==> src/rtl/conv_pad_inserter.sv <==
// Streaming zero-pad stage: surrounds an NHWC frame with a 1-pixel zero border ahead of kernelWindow.
// Optional macro PAD_BYPASS_EN adds a pad_bypass port that turns the stage into a registered pass-through.
module conv_pad_inserter #(
   parameter int DATA_W = 64,
   parameter int DIM_W  = 16
) (
   input  logic              clk,
   input  logic              rst,
   input  logic              start,
   input  logic [DIM_W-1:0]  in_channels,
   input  logic [DIM_W-1:0]  img_width,
   input  logic [DIM_W-1:0]  img_height,
`ifdef PAD_BYPASS_EN
   input  logic              pad_bypass,
`endif
   input  logic [DATA_W-1:0] s_data,
   input  logic              s_valid,
   output logic              s_ready,
   output logic [DATA_W-1:0] pixel_out,
   output logic              pixel_valid,
   input  logic              m_ready,
   output logic              busy,
   output logic              done,
   output logic              cfg_err
);
   localparam int CNT_W = DIM_W + 1;

   typedef enum logic [1:0] {S_IDLE, S_STREAM, S_DONE} state_e;

   state_e            state_q, state_d;
   logic [DIM_W-1:0]  ci_q, ci_d, cg_q, cg_d;
   logic [CNT_W-1:0]  wp_q, wp_d, hp_q, hp_d, col_q, col_d, row_q, row_d;
   logic [DATA_W-1:0] pix_q, pix_d;
   logic              pvalid_q, pvalid_d, last_q, last_d, all_q, all_d;
   logic              cfg_err_q, cfg_err_d, byp_q, byp_d;

   logic              start_byp, cfg_bad, border, last_pos, can_load, load;
   logic [CNT_W-1:0]  pad_amt;
   logic [DIM_W-1:0]  ci_new;

`ifdef PAD_BYPASS_EN
   assign start_byp = pad_bypass;
`else
   assign start_byp = 1'b0;
`endif

   assign cfg_bad  = (in_channels[2:0] != 3'd0) || (in_channels == '0) ||
                     (img_width == '0) || (img_height == '0);
   assign ci_new   = in_channels >> 3;
   assign pad_amt  = start_byp ? CNT_W'(0) : CNT_W'(2);

   assign border   = !byp_q && ((row_q == '0) || (row_q == hp_q - CNT_W'(1)) ||
                                (col_q == '0) || (col_q == wp_q - CNT_W'(1)));
   assign last_pos = (row_q == hp_q - CNT_W'(1)) && (col_q == wp_q - CNT_W'(1)) &&
                     (cg_q == ci_q - DIM_W'(1));
   assign can_load = !pvalid_q || m_ready;
   // all_q blocks further loads once the final vector is in the output register.
   assign load     = (state_q == S_STREAM) && !all_q && can_load && (border || s_valid);
   assign s_ready  = (state_q == S_STREAM) && !all_q && !border && can_load;

   assign pixel_out   = pix_q;
   assign pixel_valid = pvalid_q;
   assign busy        = (state_q != S_IDLE);
   assign done        = (state_q == S_DONE);
   assign cfg_err     = cfg_err_q;

   always_comb begin
      // NOTE: every _d gets a default before the case so no path can infer a latch.
      state_d   = state_q;
      ci_d      = ci_q;
      wp_d      = wp_q;
      hp_d      = hp_q;
      cg_d      = cg_q;
      col_d     = col_q;
      row_d     = row_q;
      pix_d     = pix_q;
      pvalid_d  = pvalid_q;
      last_d    = last_q;
      all_d     = all_q;
      byp_d     = byp_q;
      cfg_err_d = 1'b0;

      if (pvalid_q && m_ready) pvalid_d = 1'b0;

      unique case (state_q)
         S_IDLE: begin
            if (start) begin
               if (cfg_bad) begin
                  cfg_err_d = 1'b1;
               end else begin
                  state_d = S_STREAM;
                  ci_d    = ci_new;
                  wp_d    = {1'b0, img_width} + pad_amt;
                  hp_d    = {1'b0, img_height} + pad_amt;
                  byp_d   = start_byp;
                  row_d   = '0;
                  col_d   = '0;
                  cg_d    = '0;
                  all_d   = 1'b0;
                  last_d  = 1'b0;
                  // The top-left corner is always border, so it is emitted on the start edge.
                  if (!start_byp) begin
                     pvalid_d = 1'b1;
                     pix_d    = '0;
                     if (ci_new == DIM_W'(1)) col_d = CNT_W'(1);
                     else                     cg_d  = DIM_W'(1);
                  end
               end
            end
         end
         S_STREAM: begin
            if (load) begin
               pix_d    = border ? '0 : s_data;
               pvalid_d = 1'b1;
               last_d   = last_pos;
               if (last_pos) all_d = 1'b1;
               if (cg_q == ci_q - DIM_W'(1)) begin
                  cg_d = '0;
                  if (col_q == wp_q - CNT_W'(1)) begin
                     col_d = '0;
                     row_d = (row_q == hp_q - CNT_W'(1)) ? '0 : row_q + CNT_W'(1);
                  end else begin
                     col_d = col_q + CNT_W'(1);
                  end
               end else begin
                  cg_d = cg_q + DIM_W'(1);
               end
            end
            if (pvalid_q && m_ready && last_q) state_d = S_DONE;
         end
         S_DONE:  state_d = S_IDLE;
         default: state_d = S_IDLE;
      endcase
   end

   // NOTE: state uses non-blocking assignments so every register samples pre-edge values.
   always_ff @(posedge clk or posedge rst) begin
      if (rst) begin
         state_q   <= S_IDLE;
         ci_q      <= '0;
         wp_q      <= '0;
         hp_q      <= '0;
         cg_q      <= '0;
         col_q     <= '0;
         row_q     <= '0;
         pix_q     <= '0;
         pvalid_q  <= 1'b0;
         last_q    <= 1'b0;
         all_q     <= 1'b0;
         byp_q     <= 1'b0;
         cfg_err_q <= 1'b0;
      end else begin
         state_q   <= state_d;
         ci_q      <= ci_d;
         wp_q      <= wp_d;
         hp_q      <= hp_d;
         cg_q      <= cg_d;
         col_q     <= col_d;
         row_q     <= row_d;
         pix_q     <= pix_d;
         pvalid_q  <= pvalid_d;
         last_q    <= last_d;
         all_q     <= all_d;
         byp_q     <= byp_d;
         cfg_err_q <= cfg_err_d;
      end
   end

endmodule

==> config.mk <==
export PLATFORM = sky130hd
export DESIGN_NAME = conv_pad_inserter
export DESIGN_NICKNAME = d
export VERILOG_FILES = /design/src/rtl/conv_pad_inserter.sv
export SDC_FILE = /design/constraint.sdc
export NUM_CORES = 1
export LEC_CHECK = 0
export ABC_AREA = 1
export CAP_MARGIN = 30
export CORE_AREA = 10 10 158 160
export DETAILED_ROUTE_END_ITERATION = 8
export DIE_AREA = 0 0 168 170
export HOLD_SLACK_MARGIN = 0.12
export PLACE_DENSITY = 0.76
export SKIP_CTS_REPAIR_TIMING = 1
export SLEW_MARGIN = 5
export SYNTH_ARGS = -nofsm -noshare
export SYNTH_HDL_FRONTEND = slang
export SYNTH_SLANG_ARGS = --single-unit
==> constraint.sdc <==
create_clock -name clk -period 5.2 [get_ports clk]
set_input_delay 0.78 -clock clk [delete_from_list [all_inputs] [get_ports clk]]
set_output_delay 0.78 -clock clk [all_outputs]
set_load 0.005 [all_outputs]
==> flow_summary.json <==
{
  "run_status": "completed",
  "syn-cell-area_um2": 10300,
  "period_minus_slack_ns": 3.915,
  "floorplan.core_area_um2": 21690,
  "post_synth_edffs": 0,
  "die_width_um": 168,
  "tritoncts_clock_tree": "yes",
  "number_of_distinct_library_cells_after_synthesis": 43,
  "pin_count_of_the_biggest_net_entering_global_routing": 158,
  "grt.overflow.total": 0,
  "nFillCells": 1926,
  "critical_path_required_ns": 4.42,
  "worstReg2RegStart": "wp_q[0]",
  "detail_route.wirelength_mm": 28.67,
  "grt_setup_unrepaired": "no",
  "antenna_diode_count": 0,
  "route.detailed.vias_per_inst": 5.206,
  "synth_sequential_area_ratio_pct": 40.59,
  "initial_utilization_pct": 47.47,
  "hold_class": "reg -> reg",
  "cpMostUsedCell": "sky130_fd_sc_hd__nand2_1",
  "yosys.area.top_type": "sky130_fd_sc_hd__dfrtp_1",
  "max_used_layer": "met4",
  "gp_routability_congestion": 0.8921,
  "fp.dieArea_um2": 28560,
  "antenna_found_initial": 0,
  "yosys_warnings": 0,
  "worstSetupPathType": "reg -> out",
  "setup_total_negative_slack_ns": 0,
  "met2_wirelength_mm": 13.79,
  "design.final.nets": 1698,
  "synthesis.instances": 1413,
  "leakage_nw": 5.765,
  "max_clock_freq_ghz": 0.2554,
  "depth_of_the_most_critical_reg_to_reg_path": 17,
  "worst_path_cell_chain": "inv_1 > ha_1 > nand3_4 > nor2_1 > nand2_1 > nand2_1 > nand2_1 > nor2_1 > nand2_1 > nor2_1 > nand3_1 > nand2_1 > and3b_1 > clkdlybuf4s50_1",
  "detail_route.wirelength.met1_mm": 12.55,
  "chipHeight_um": 170,
  "cts_buffers": 17,
  "timing.critical_path.arrival_ns": 3.13,
  "ff2ff_setup_slack_ns": 1.44,
  "synth.top_cells.by_area": "sky130_fd_sc_hd__dfrtp_1 41%, sky130_fd_sc_hd__nand2_1 15%, sky130_fd_sc_hd__xor2_1 6.0%",
  "synth_seq_cells": 167,
  "rows": 54,
  "crit_path_top_delay_cell": "sky130_fd_sc_hd__clkdlybuf4s50_1",
  "crit_fanout": 7,
  "wl_per_cell_um": 15.38,
  "number_of_i_o_port_buffers": 185,
  "cts-htree-levels": 4,
  "first_pass_grt_wire_length_mm": 47.35,
  "synth-async-reset-ratio_pct": 100.0,
  "setup.worst_path.start": "wp_q[0]",
  "cts-root-buf": "sky130_fd_sc_hd__clkbuf_16",
  "critPathCapture": "s_ready",
  "maxSlewHeadroom_pct": 39.24,
  "finClkSkew_ns": 0.01633,
  "p_per_area_nw_per_um2": 541.1,
  "drt_pre_antenna_iters": 5,
  "via_count_of_the_first_global_routing_pass": 9398,
  "clock-sinks": 167,
  "total_area_of_multi_input_combinational_cells_um2": 5298,
  "r2r_end": "col_q[13]",
  "peakVddDrop_uv": 259.6,
  "detail_route.drc_violations": 0,
  "first_drt_iteration_drcs": 849,
  "insertion_delay_ns": 0.44,
  "synthTopCellsByCount": "412 x sky130_fd_sc_hd__nand2_1, 167 x sky130_fd_sc_hd__dfrtp_1, 145 x sky130_fd_sc_hd__inv_1",
  "finalSetupViolCount": 0,
  "timing.critical_path.slowest_cell_delay_ns": 0.49,
  "io_pins": 186,
  "routed-via-count": 9704,
  "yosysMostFrequentCell": "sky130_fd_sc_hd__nand2_1",
  "post_synth.cell_area_avg_um2": 7.287,
  "drive_above_1_share_pct": 4.861,
  "timing_worst_slew_pin_value_ns": 0.9114,
  "hpwlAfterDp_mm": 21.76,
  "hold_slack_ns": 0.4880,
  "synth_top_flop_cell": "sky130_fd_sc_hd__dfrtp_1",
  "cts_buffer_depth": 2,
  "synth_top_area_share_pct": 40.59,
  "antenna_violating_nets_post_route": 0,
  "synthToLayoutAreaGrowth_pct": 25.79,
  "worst_setup_path_start_kind": "flip-flop",
  "cap_viol_max_count": 0,
  "worstSetupEndpointType": "output port",
  "track_usage_pct": 19.91,
  "timing.final.max_slew_violations": 0,
  "hold_viol_final": 0,
  "syn_nets": 1540,
  "routed-wl-met3_mm": 1.523,
  "post-route-period-util_pct": 75.29,
  "path_clk_slew_ns": 0.07,
  "regArea_um2": 4179
}
==> how the worst min path moves through the flow <==
stage | startpoint | to | cells past startpoint
3_5_place_dp | pixel_out[54] | pixel_out[54] | 2
4_1_cts | pixel_out[54] | pixel_out[54] | 2
5_1_grt | pixel_out[27] | pixel_out[27] | 2
3_3_place_gp | pixel_out[57] | pixel_out[57] | 2
2_1_floorplan | all_q | all_q | 2
6_report | pixel_out[54] | pixel_out[54] | 2
==> state kept, by name, summed over array words and instances, names as in the netlist <==
| signal | cells |
|---|---|
| col_q | 17 |
| ci_q | 13 |
| wp_q | 17 |
| hp_q | 17 |
| row_q | 17 |
| cg_q | 16 |
| state_q | 2 |
| pixel_valid | 1 |
| last_q | 1 |
| all_q | 1 |
| cfg_err | 1 |
| pixel_out | 64 |
==> worst max-delay path: cells and delay by family, from the launching register on <==
| kind | cells | cell delay, ns |
|---|---|---|
| and+or+nand+nor | 11 | 1.46 |
| buffers and inverters | 2 | 0.61 |
| adders and majority gates | 1 | 0.25 |
| DFF | 1 | 0.38 |
==> layout make-up <==
class                           instances  share of cell area (%)
Multi-Input combinational cell       1044                   40.90
Sequential cell                       167                   32.27
Timing Repair Buffer                  192                   14.96
Inverter                              149                   4.347
Clock buffer                           17                   3.285
Tap cell                              280                   2.705
Clock inverter                         15                   1.536
==> cell families after synthesis <==
family | Yosys count | synth area share (%)
AND/OR/NAND/NOR | 762 | 32.87
XOR/XNOR | 91 | 8.008
adder cells (fa/ha/maj) | 10 | 1.215
flip-flops | 167 | 40.59
AO/OA/AOI/OAI | 181 | 9.236
buffers and inverters | 202 | 8.081
==> per-layer routing <==
metal	track usage, %	vias up
met5	0	-
met4	7.684	0
li1	-	4901
met1	24.66	4512
met2	33.31	237
met3	4.285	54
==> cells in the final DEF, fill, tap and decap left out, drive strengths merged, types with 2 or more instances in the layout <==
| master | synthesis | layout |
|---|---|---|
| clkdlybuf4s50 | 0 | 185 |
| xor2 | 71 | 71 |
| nor3b | 10 | 10 |
| nand3b | 9 | 9 |
| xnor3 | 2 | 2 |
| clkinvlp | 0 | 2 |
| clkinv | 0 | 5 |
| a21oi | 10 | 10 |
| nand2 | 419 | 419 |
| nand4 | 41 | 41 |
| and3 | 2 | 2 |
| xnor2 | 18 | 18 |
| or2 | 4 | 4 |
| o21ai | 152 | 152 |
| nand3 | 72 | 72 |
| clkbuf | 28 | 17 |
| ha | 10 | 10 |
| o22ai | 2 | 2 |
| a31oi | 4 | 4 |
| nor2 | 140 | 140 |
| and3b | 2 | 2 |
| dfrtp | 167 | 167 |
| inv | 149 | 156 |
| a21o | 2 | 2 |
| buf | 25 | 7 |
| o211ai | 2 | 2 |
| nor4 | 25 | 25 |
| nor3 | 37 | 37 |
| o31ai | 7 | 7 |
==> where the power goes <==
part           internal, mW  leakage [nW]  switching [mW]  total, mW
clock network         0.700         0.301           0.618       1.32
registers              1.80          2.20           0.476       2.28
logic                  1.40          3.26            2.01       3.41
==> metrics by stage <==
step | instance area [µm²] | worst slack (ns) | power, mW | utilization, % | std cells
final | 12950 | 1.285 | 7.007 | 59.71 | 1864
after global routing | 12950 | 0.9232 | 7.618 | 59.71 | 1864
after CTS | 12950 | 1.257 | 7.051 | 59.71 | 1864
after detailed placement | 12330 | 1.221 | 5.717 | 56.84 | 1832
after global placement | 12300 | 1.301 | 5.613 | 56.71 | 1831
after floorplan | 10300 | 2.293 | 4.532 | - | 1413
Power figures use the tool's default switching activity.
